### src/rtl/hex_display_arbiter_if.sv
`default_nettype none
// ============================================================================
//  Module      : hex_display_arbiter_if
//  Description : Bundle of request/data inputs and display-bus outputs for
//                the hex display arbiter. The master side owns the requests
//                and source values; the slave side is the arbiter.
//  Revision    : 1.0  initial release
// ============================================================================
interface hex_display_arbiter_if #(
    parameter int N_SRC = 4
);
    logic [N_SRC-1:0]    req;
    logic [32*N_SRC-1:0] src_data;
    logic                freeze;
    logic [N_SRC-1:0]    grant;
    logic [2:0]          grant_idx;
    logic [31:0]         hex;
    logic                hex_valid;
    logic                slice_done;

    modport master (
        output req, src_data, freeze,
        input  grant, grant_idx, hex, hex_valid, slice_done
    );

    modport slave (
        input  req, src_data, freeze,
        output grant, grant_idx, hex, hex_valid, slice_done
    );
endinterface
`default_nettype wire

### src/rtl/hex_display_arbiter.sv
`default_nettype none
// ============================================================================
//  Module      : hex_display_arbiter
//  Description : Round-robin time-slicing arbiter sharing one 32-bit hex
//                display value among N_SRC requesters. Each owner keeps the
//                display for DWELL cycles, releases early when its request
//                drops, and freeze suspends timed rotation. All outputs are
//                registered.
//  Revision    : 1.0  initial release
// ============================================================================
module hex_display_arbiter #(
    parameter int N_SRC = 4,
    parameter int DWELL = 50000000,
    parameter int CW    = $clog2(DWELL)
) (
    input  wire logic             clk,
    input  wire logic             reset,
    hex_display_arbiter_if.slave  bus
);

    typedef enum logic [0:0] {
        S_IDLE  = 1'b0,
        S_GRANT = 1'b1
    } state_t;

    localparam logic [CW-1:0] c_count_max = CW'(DWELL - 1);
    localparam logic [CW-1:0] c_count_one = CW'(1);
    localparam logic [2:0]    c_last_init = 3'(N_SRC - 1);

    state_t             r_state;
    logic [2:0]         r_last;
    logic [CW-1:0]      r_count;
    logic [N_SRC-1:0]   r_grant;
    logic [2:0]         r_grant_idx;
    logic [31:0]        r_hex;
    logic               r_hex_valid;
    logic               r_slice_done;

    logic               w_any_req;
    logic               w_owner_req;
    int                 w_best_rank;
    logic [2:0]         w_pick;
    logic [31:0]        w_pick_data;
    logic [31:0]        w_owner_data;

    function automatic logic [N_SRC-1:0] f_onehot(input logic [2:0] idx);
        f_onehot = '0;
        for (int i = 0; i < N_SRC; i++) begin
            if (3'(i) == idx) begin
                f_onehot[i] = 1'b1;
            end
        end
    endfunction

    // Round-robin winner search. Each requester gets a rank equal to its
    // distance past r_last, so the source at r_last itself ranks last. While
    // granted, r_last is the owner: the plain search therefore prefers any
    // other requester and falls back to the owner only when it is alone, and
    // a non-requesting owner can never be selected.
    always_comb begin
        w_any_req    = |bus.req;
        w_owner_req  = |(bus.req & r_grant);
        w_best_rank  = N_SRC;
        w_pick       = '0;
        w_pick_data  = '0;
        w_owner_data = '0;
        for (int i = 0; i < N_SRC; i++) begin
            if (bus.req[i] &&
                (((i + 2 * N_SRC - int'(r_last) - 1) % N_SRC) < w_best_rank)) begin
                w_best_rank = (i + 2 * N_SRC - int'(r_last) - 1) % N_SRC;
                w_pick      = 3'(i);
            end
        end
        for (int i = 0; i < N_SRC; i++) begin
            if (3'(i) == w_pick) begin
                w_pick_data = bus.src_data[32*i +: 32];
            end
            if (3'(i) == r_grant_idx) begin
                w_owner_data = bus.src_data[32*i +: 32];
            end
        end
    end

    // Arbitration FSM: ownership, dwell timing and the registered display bus.
    always_ff @(posedge clk) begin
        if (reset) begin
            r_state      <= S_IDLE;
            r_last       <= c_last_init;
            r_count      <= '0;
            r_grant      <= '0;
            r_grant_idx  <= '0;
            r_hex        <= '0;
            r_hex_valid  <= 1'b0;
            r_slice_done <= 1'b0;
        end else begin
            r_slice_done <= 1'b0;
            case (r_state)
                S_IDLE: begin
                    if (w_any_req) begin
                        r_state     <= S_GRANT;
                        r_grant     <= f_onehot(w_pick);
                        r_grant_idx <= w_pick;
                        r_hex       <= w_pick_data;
                        r_hex_valid <= 1'b1;
                        r_count     <= '0;
                        r_last      <= w_pick;
                    end
                end
                S_GRANT: begin
                    if (!w_owner_req) begin
                        // Early release: hand over at once, never back to the owner.
                        r_count <= '0;
                        if (w_any_req) begin
                            r_grant     <= f_onehot(w_pick);
                            r_grant_idx <= w_pick;
                            r_hex       <= w_pick_data;
                            r_last      <= w_pick;
                        end else begin
                            r_state     <= S_IDLE;
                            r_grant     <= '0;
                            r_grant_idx <= '0;
                            r_hex       <= '0;
                            r_hex_valid <= 1'b0;
                        end
                    end else if ((r_count == c_count_max) && !bus.freeze) begin
                        // Timed expiry: rotate, or restart the slice if alone.
                        r_slice_done <= 1'b1;
                        r_count      <= '0;
                        r_grant      <= f_onehot(w_pick);
                        r_grant_idx  <= w_pick;
                        r_hex        <= w_pick_data;
                        r_last       <= w_pick;
                    end else begin
                        if (!bus.freeze) begin
                            r_count <= r_count + c_count_one;
                        end
                        r_hex <= w_owner_data;
                    end
                end
                default: begin
                    r_state <= S_IDLE;
                end
            endcase
        end
    end

    assign bus.grant      = r_grant;
    assign bus.grant_idx  = r_grant_idx;
    assign bus.hex        = r_hex;
    assign bus.hex_valid  = r_hex_valid;
    assign bus.slice_done = r_slice_done;

endmodule
`default_nettype wire

### src/flat_wrapper.sv
// flat-port wrapper written by rule: the top's interface ports become plain ports
module hex_display_arbiter_flat 
#(
    parameter int N_SRC = 4,
    parameter int DWELL = 50000000,
    parameter int CW    = $clog2(DWELL)
)
  (clk, reset, bus_req, bus_src_data, bus_freeze, bus_grant, bus_grant_idx, bus_hex, bus_hex_valid, bus_slice_done);
  hex_display_arbiter_if #(.N_SRC(N_SRC)) bus_i ();
  input  wire logic clk;
  input  wire logic reset;
  input wire logic [$bits(bus_i.req)-1:0] bus_req;
  input wire logic [$bits(bus_i.src_data)-1:0] bus_src_data;
  input wire logic [$bits(bus_i.freeze)-1:0] bus_freeze;
  output wire logic [$bits(bus_i.grant)-1:0] bus_grant;
  output wire logic [$bits(bus_i.grant_idx)-1:0] bus_grant_idx;
  output wire logic [$bits(bus_i.hex)-1:0] bus_hex;
  output wire logic [$bits(bus_i.hex_valid)-1:0] bus_hex_valid;
  output wire logic [$bits(bus_i.slice_done)-1:0] bus_slice_done;
  assign bus_i.req = bus_req;
  assign bus_i.src_data = bus_src_data;
  assign bus_i.freeze = bus_freeze;
  assign bus_grant = bus_i.grant;
  assign bus_grant_idx = bus_i.grant_idx;
  assign bus_hex = bus_i.hex;
  assign bus_hex_valid = bus_i.hex_valid;
  assign bus_slice_done = bus_i.slice_done;
  hex_display_arbiter #(.N_SRC(N_SRC), .DWELL(DWELL), .CW(CW)) u_core (.clk(clk), .reset(reset), .bus(bus_i));
endmodule
### config.mk
export PLATFORM = sky130hd
export DESIGN_NAME = hex_display_arbiter_flat
export DESIGN_NICKNAME = d
export VERILOG_FILES = /design/src/rtl/hex_display_arbiter_if.sv /design/src/rtl/hex_display_arbiter.sv /design/src/flat_wrapper.sv
export SDC_FILE = /design/constraint.sdc
export NUM_CORES = 1
export LEC_CHECK = 0
export CAP_MARGIN = 10
export CORE_MARGIN = 2
export CORE_UTILIZATION = 40
export DETAILED_ROUTE_END_ITERATION = 8
export PLACE_DENSITY = 0.77
export SYNTH_ARGS = -nofsm -noshare
export SYNTH_HDL_FRONTEND = slang
export SYNTH_SLANG_ARGS = --single-unit
### constraint.sdc
create_clock -name clk -period 11.1 [get_ports clk]
set_clock_uncertainty 0.1 [all_clocks]
set_input_delay 2.22 -clock clk [delete_from_list [all_inputs] [get_ports clk]]
set_output_delay 2.22 -clock clk [all_outputs]
set_load 0.03 [all_outputs]
======== Word-level counts from Yosys, hierarchy flattened ========
Index checks and enable logic that the tools add are counted.
word-level totals
  register bits after elaboration ......... 71
  output and inout bits ................... 41
  input bits .............................. 135
cells by class
  bitwise gates (word level) .............. 7
  $add $sub $neg .......................... 9
  eq/ne operators ......................... 12
  multiplexer cells ....................... 49
  reduce and logical (&&, ||, !) cells .... 18
  magnitude comparators ................... 4
operators by type and width
  kind                                                count
  2-to-1 mux 32 bit                                   15
  subtractor 32 x 2 -> 32 bit, second input constant  4
  2-to-1 mux 26 bit                                   4
  < comparator 3 x 32 -> 1 bit                        3
  case mux 32 bit (2 select lines)                    1
  case mux 26 bit (2 select lines)                    1
  adder 26 x 1 -> 26 bit, second input constant       1
  equality test 26 bit, second input constant         1
  subtractor 4 x 3 -> 5 bit, first input constant     4
  2-to-1 mux 4 bit                                    4
  2-to-1 mux 3 bit                                    5
  case mux 3 bit (2 select lines)                     2
  2-to-1 mux 1 bit                                    11
  case mux 4 bit (2 select lines)                     1
  OR reduction 2 bit                                  4
  OR reduction 4 bit                                  2
  equality test 2 x 3 -> 1 bit, first input constant  2
  logical NOT 3 bit                                   2
  2-to-1 mux 2 bit                                    3
  logical AND 1 bit                                   5
  bitwise AND 1 bit                                   4
  bitwise AND 4 bit                                   1
  equality test 2 bit, first input constant           2
  < comparator 3 x 4 -> 1 bit, second input constant  1
  12 further kinds                                    16

======== Longest topological paths before layout ========
  word-level depth ........................ 24
  mapped depth ............................ 30

======== Worst setup path after synthesis ========
OpenSTA, ideal clock, no wires.
  path type ............................... input -> register
  from .................................... input bus_req[0]
  to ...................................... register u_core.r_hex[10] (netlist: u_core.bus.hex[10])
  setup slack ............................. 4.387 ns
  stages .................................. 21
  required time ........................... 10.878 ns
  setup time .............................. 0.122 ns
  arrival time ............................ 6.491 ns
  path buffers ............................ 4
  path through ............................ and2_1 inv_1 ha_1 nand4bb_1 o2bb2ai_2 buf_2 nand2_1 ha_1 and3b_1 a41oi_1 o21ai_4 buf_6 buf_2 mux2_2 ha_1 a211o_1 o31ai_4 o21a_4 nor2_4 buf_6 a221o_1
on the way
  word-level cells in the longest chain between the ends .. 19
ends and longest elaborated chain
  item                                  RTL line                                                RTL
  from (decl)                           flat_wrapper.sv:12                                      input wire logic [$bits(bus_i.req)-1:0] bus_req;
  logical AND 1 bit                     hex_display_arbiter.sv:68                               if (bus.req[i] &&
  2-to-1 mux 32 bit                     hex_display_arbiter.sv:68
  < comparator 3 x 32 -> 1 bit          hex_display_arbiter.sv:69                               (((i + 2 * N_SRC - int'(r_last) - 1) % N_SRC) < w_best_rank)) begin
  logical AND 1 bit                     hex_display_arbiter.sv:68
  2-to-1 mux 32 bit                     hex_display_arbiter.sv:68
  < comparator 3 x 32 -> 1 bit          hex_display_arbiter.sv:69
  logical AND 1 bit                     hex_display_arbiter.sv:68
  2-to-1 mux 32 bit                     hex_display_arbiter.sv:68
  < comparator 3 x 32 -> 1 bit          hex_display_arbiter.sv:69
  logical AND 1 bit                     hex_display_arbiter.sv:68
  2-to-1 mux 2 bit                      hex_display_arbiter.sv:68
  logical NOT 3 bit                     hex_display_arbiter.sv:75                               if (3'(i) == w_pick) begin
  2-to-1 mux 32 bit (4 in series)       hex_display_arbiter.sv:75
  2-to-1 mux 32 bit (on tied branches)  hex_display_arbiter.sv:113, hex_display_arbiter.sv:125
  2-to-1 mux 32 bit                     hex_display_arbiter.sv:110                              if (!w_owner_req) begin
  case mux 32 bit (2 select lines)      hex_display_arbiter.sv:97                               case (r_state)
  to (signal assigned)                  hex_display_arbiter.sv:103                              r_hex <= w_pick_data;
  to (signal assigned)                  hex_display_arbiter.sv:116                              r_hex <= w_pick_data;
  to (signal assigned)                  hex_display_arbiter.sv:131                              r_hex <= w_pick_data;
  to (decl)                             hex_display_arbiter.sv:35                               logic [31:0] r_hex;
Parallel ways exist; a longest one is shown, timed or not. The select of a mux whose other input is x is not followed.
A chain may end at the register's enable or synchronous reset.

======== Final worst setup path ========
  from .................................... input bus_req[0]
  to ...................................... register u_core.r_hex[16] (netlist: u_core.bus.hex[16])
Same word-level chain as after synthesis.

==> flow_summary.toml <==
[outcome]
status = "completed"

[floorplan]
io_pins = 176
start_util_pct = 40.6
die-area_um2 = 13600
coreArea_um2 = 12500
row_count = 41
die_height_um = 117
die_w_um = 117

[cells_and_area]
fin_area_um2 = 7210
final_cell_mix = "clkdlybuf4s50_1, nor2_1, dfxtp_1"
mostFrequentLayoutCell = "clkdlybuf4s50_1"
final_nets = 855
antenna_cells = 0
layout-drive-gt1-share_pct = 9.97
syn_to_final_growth_pct = 41.9
final_cells = 884

[logic_synthesis]
yosysUniqueCellTypes = 67
synth_area_um2 = 5080
synth-async-reset-ratio_pct = 0
yosysWarnings = 0
ys_seq_area_share_pct = 27.6
ys.flop_type = "dfxtp_1"
yosys_register_bits = 70
synth_cells = 557
avgSynthCellArea_um2 = 9.13
synth_edf_count = 0

[drt]
firstDrtPassIters = 6
routed_wl_um = 16700
routed_via_density = 6.01
route.detailed.drc = 0
wl_per_cell_um = 18.8
drtAntennaViolNets = 0
vias = 5317
drt-initial-drc-count = 425

[power]
total_power_uw = 1410
ir_drop_mv = 0.101
leakage_uw = 0.00273
cellPowerDensity_nw_per_um2 = 195

[cts]
clock_path_buffers = 2
cts_tree = "done"
post_cts_resized = 0
clkTransAtPathRegs_ns = 0.06
numCtsBuffers = 9
clock_latency_ns = 0.33
root_buffer = "clkbuf_16"
h-tree-depth = 3
cts_setup_buffers = 0
cts_hold_buf = 0
cts.sinks = 70

[sta]
min_period_ns = 8.30
slew_violations = 0
hold_slack_ns = 0.380
timing.fmax_mhz = 121
finalSetupViolations = 0
hold_viol = 0
worst-slew-pin-transition_ns = 1.26
period_share_pct = 74.8
tns_ns = 0
slew_headroom_pct = 15.9
rsz0062_at_grt = "no"

[hold_path]
hold_end = "u_core.bus.hex_valid"
hold_depth = 2
worstHoldPathType = "reg2reg"
min_from = "u_core.bus.hex_valid"

[global_route]
grt_antenna_before_repair = 0
grt_pass1_wl_um = 26300
gr-total-overflow = 0
grt_pass1_vias = 5552
grt.total_usage_pct = 24.2
grt_start_max_net_pins = 46

[setup_path]
path_class = "in2reg"
r2r.worst_path.cells = 21
end_kind = "register"
r2r_setup_slack_ns = 3.91
worstPathArrival_ns = 8.47
start_kind = "input port"
worst_r2r_endpoint = "u_core.bus.hex[16]"
crit_fanout = 39
r2r_start = "u_core.r_last[0]"
worstPathRequired_ns = 11.27

[flow_run]
drv_cap = 0

[placement]
dp.final_hpwl_um = 12300
io_buffers = 174
placed_area_um2 = 6880
dp.cells = 869
gp_congestion = 0.897
[report_power, final]
| group | switching [µW] | internal [µW] | total, µW |
|---|---|---|---|
| Sequential | 64.6 | 311 | 376 |
| Combinational | 380 | 325 | 705 |
| Clock | 109 | 218 | 327 |
| Total | 553 | 855 | 1410 |
[synthesized netlist by cell type (8+ instances only)]
cell,number,area share [%]
a221o_1,31,6.1
dfxtp_1,70,28
a22oi_1,34,5.0
o21ai_0,30,3.0
a21oi_1,14,1.4
ha_1,12,3.0
mux4_2,32,14
nand3_1,10,0.98
nor2_1,71,5.2
mux2i_1,26,5.1
clkbuf_1,15,1.1
xor2_1,22,3.8
nand4_1,9,1.1
nand2_1,55,4.1
buf_2,18,1.8
and3_1,8,0.98
inv_1,16,1.2
[flip-flops by register name, summed over array words and instances (netlist names)]
name and count:
u_core.bus.slice_done 1, u_core.bus.grant_idx 2, u_core.bus.grant 4, u_core.r_last 3, u_core.r_state 1, u_core.bus.hex_valid 1, u_core.bus.hex 32, u_core.r_count 26
[worst max-delay path, cell delays in order]
cell	delay (ns)
clkdlybuf4s50_1	0.55
and2_1	0.23
inv_1	0.06
ha_1	0.16
nand2_1	0.12
o2bb2ai_4	1.00
nand2_1	0.14
ha_1	0.27
nor2_1	0.13
nand4_1	0.17
o21ai_4	0.48
buf_4	0.45
mux2_2	0.38
ha_1	0.29
a211o_1	0.33
o31ai_4	0.40
o21ai_4	0.18
nor2_4	0.58
a221o_1	0.27
[per-stage QoR]
step | utilization, % | setup WS [ns]
2_1_floorplan | - | 4.39
3_3_place_gp | 54.9 | 2.81
3_5_place_dp | 54.9 | 2.48
4_1_cts | 57.6 | 2.82
5_1_grt | 57.6 | 2.45
6_report | 57.6 | 2.80
[cell families (layout without fill, tap and decap cells)]
kind of cell | count (synthesis) | in the layout | share of synthesized area, %
adders and majority gates | 12 | 12 | 2.95
xor gates and xnor gates | 23 | 23 | 3.96
buffers and inverters | 57 | 208 | 5.54
DFF | 70 | 70 | 27.6
AOI/OAI and AO/OA | 141 | 141 | 21.7
other | 1 | 5 | 0.0738
muxes | 60 | 60 | 19.7
and+or+nand+nor | 193 | 193 | 18.5
[layout make-up]
type,instances,area [µm²]
Multi-Input combinational cell,434,3440
Inverter,16,60.1
Sequential cell,70,1400
Fill cell,1119,5300
Timing Repair Buffer,177,1760
Clock buffer,9,225
Clock inverter,6,111
Tap cell,172,215
[per-layer routing]
metal  vias up  routed length [µm]  share of wire [%]  GRT usage, %
li1       2413                   -                  -             -
met1      2583                6550                 39          28.2
met2       275                8090                 49          41.6
met3        46                1520                9.1          6.69
met4         0                 505                3.0          10.3
met5         -                   0                  0             0
[worst max-delay path by stage]
stage / startpoint / to / slack [ns] / depth (start not counted)
finish: bus_req[0] / u_core.bus.hex[16] / 2.80 / 19
floorplan: bus_req[0] / u_core.bus.hex[10] / 4.39 / 21
global route: bus_req[0] / u_core.bus.hex[27] / 2.45 / 19
CTS: bus_req[0] / u_core.bus.hex[14] / 2.82 / 19
detailed placement: bus_req[0] / u_core.bus.hex[2] / 2.48 / 19
global placement: bus_req[0] / u_core.bus.hex[18] / 2.81 / 19
Note: power is estimated with default switching activity, not from simulation.
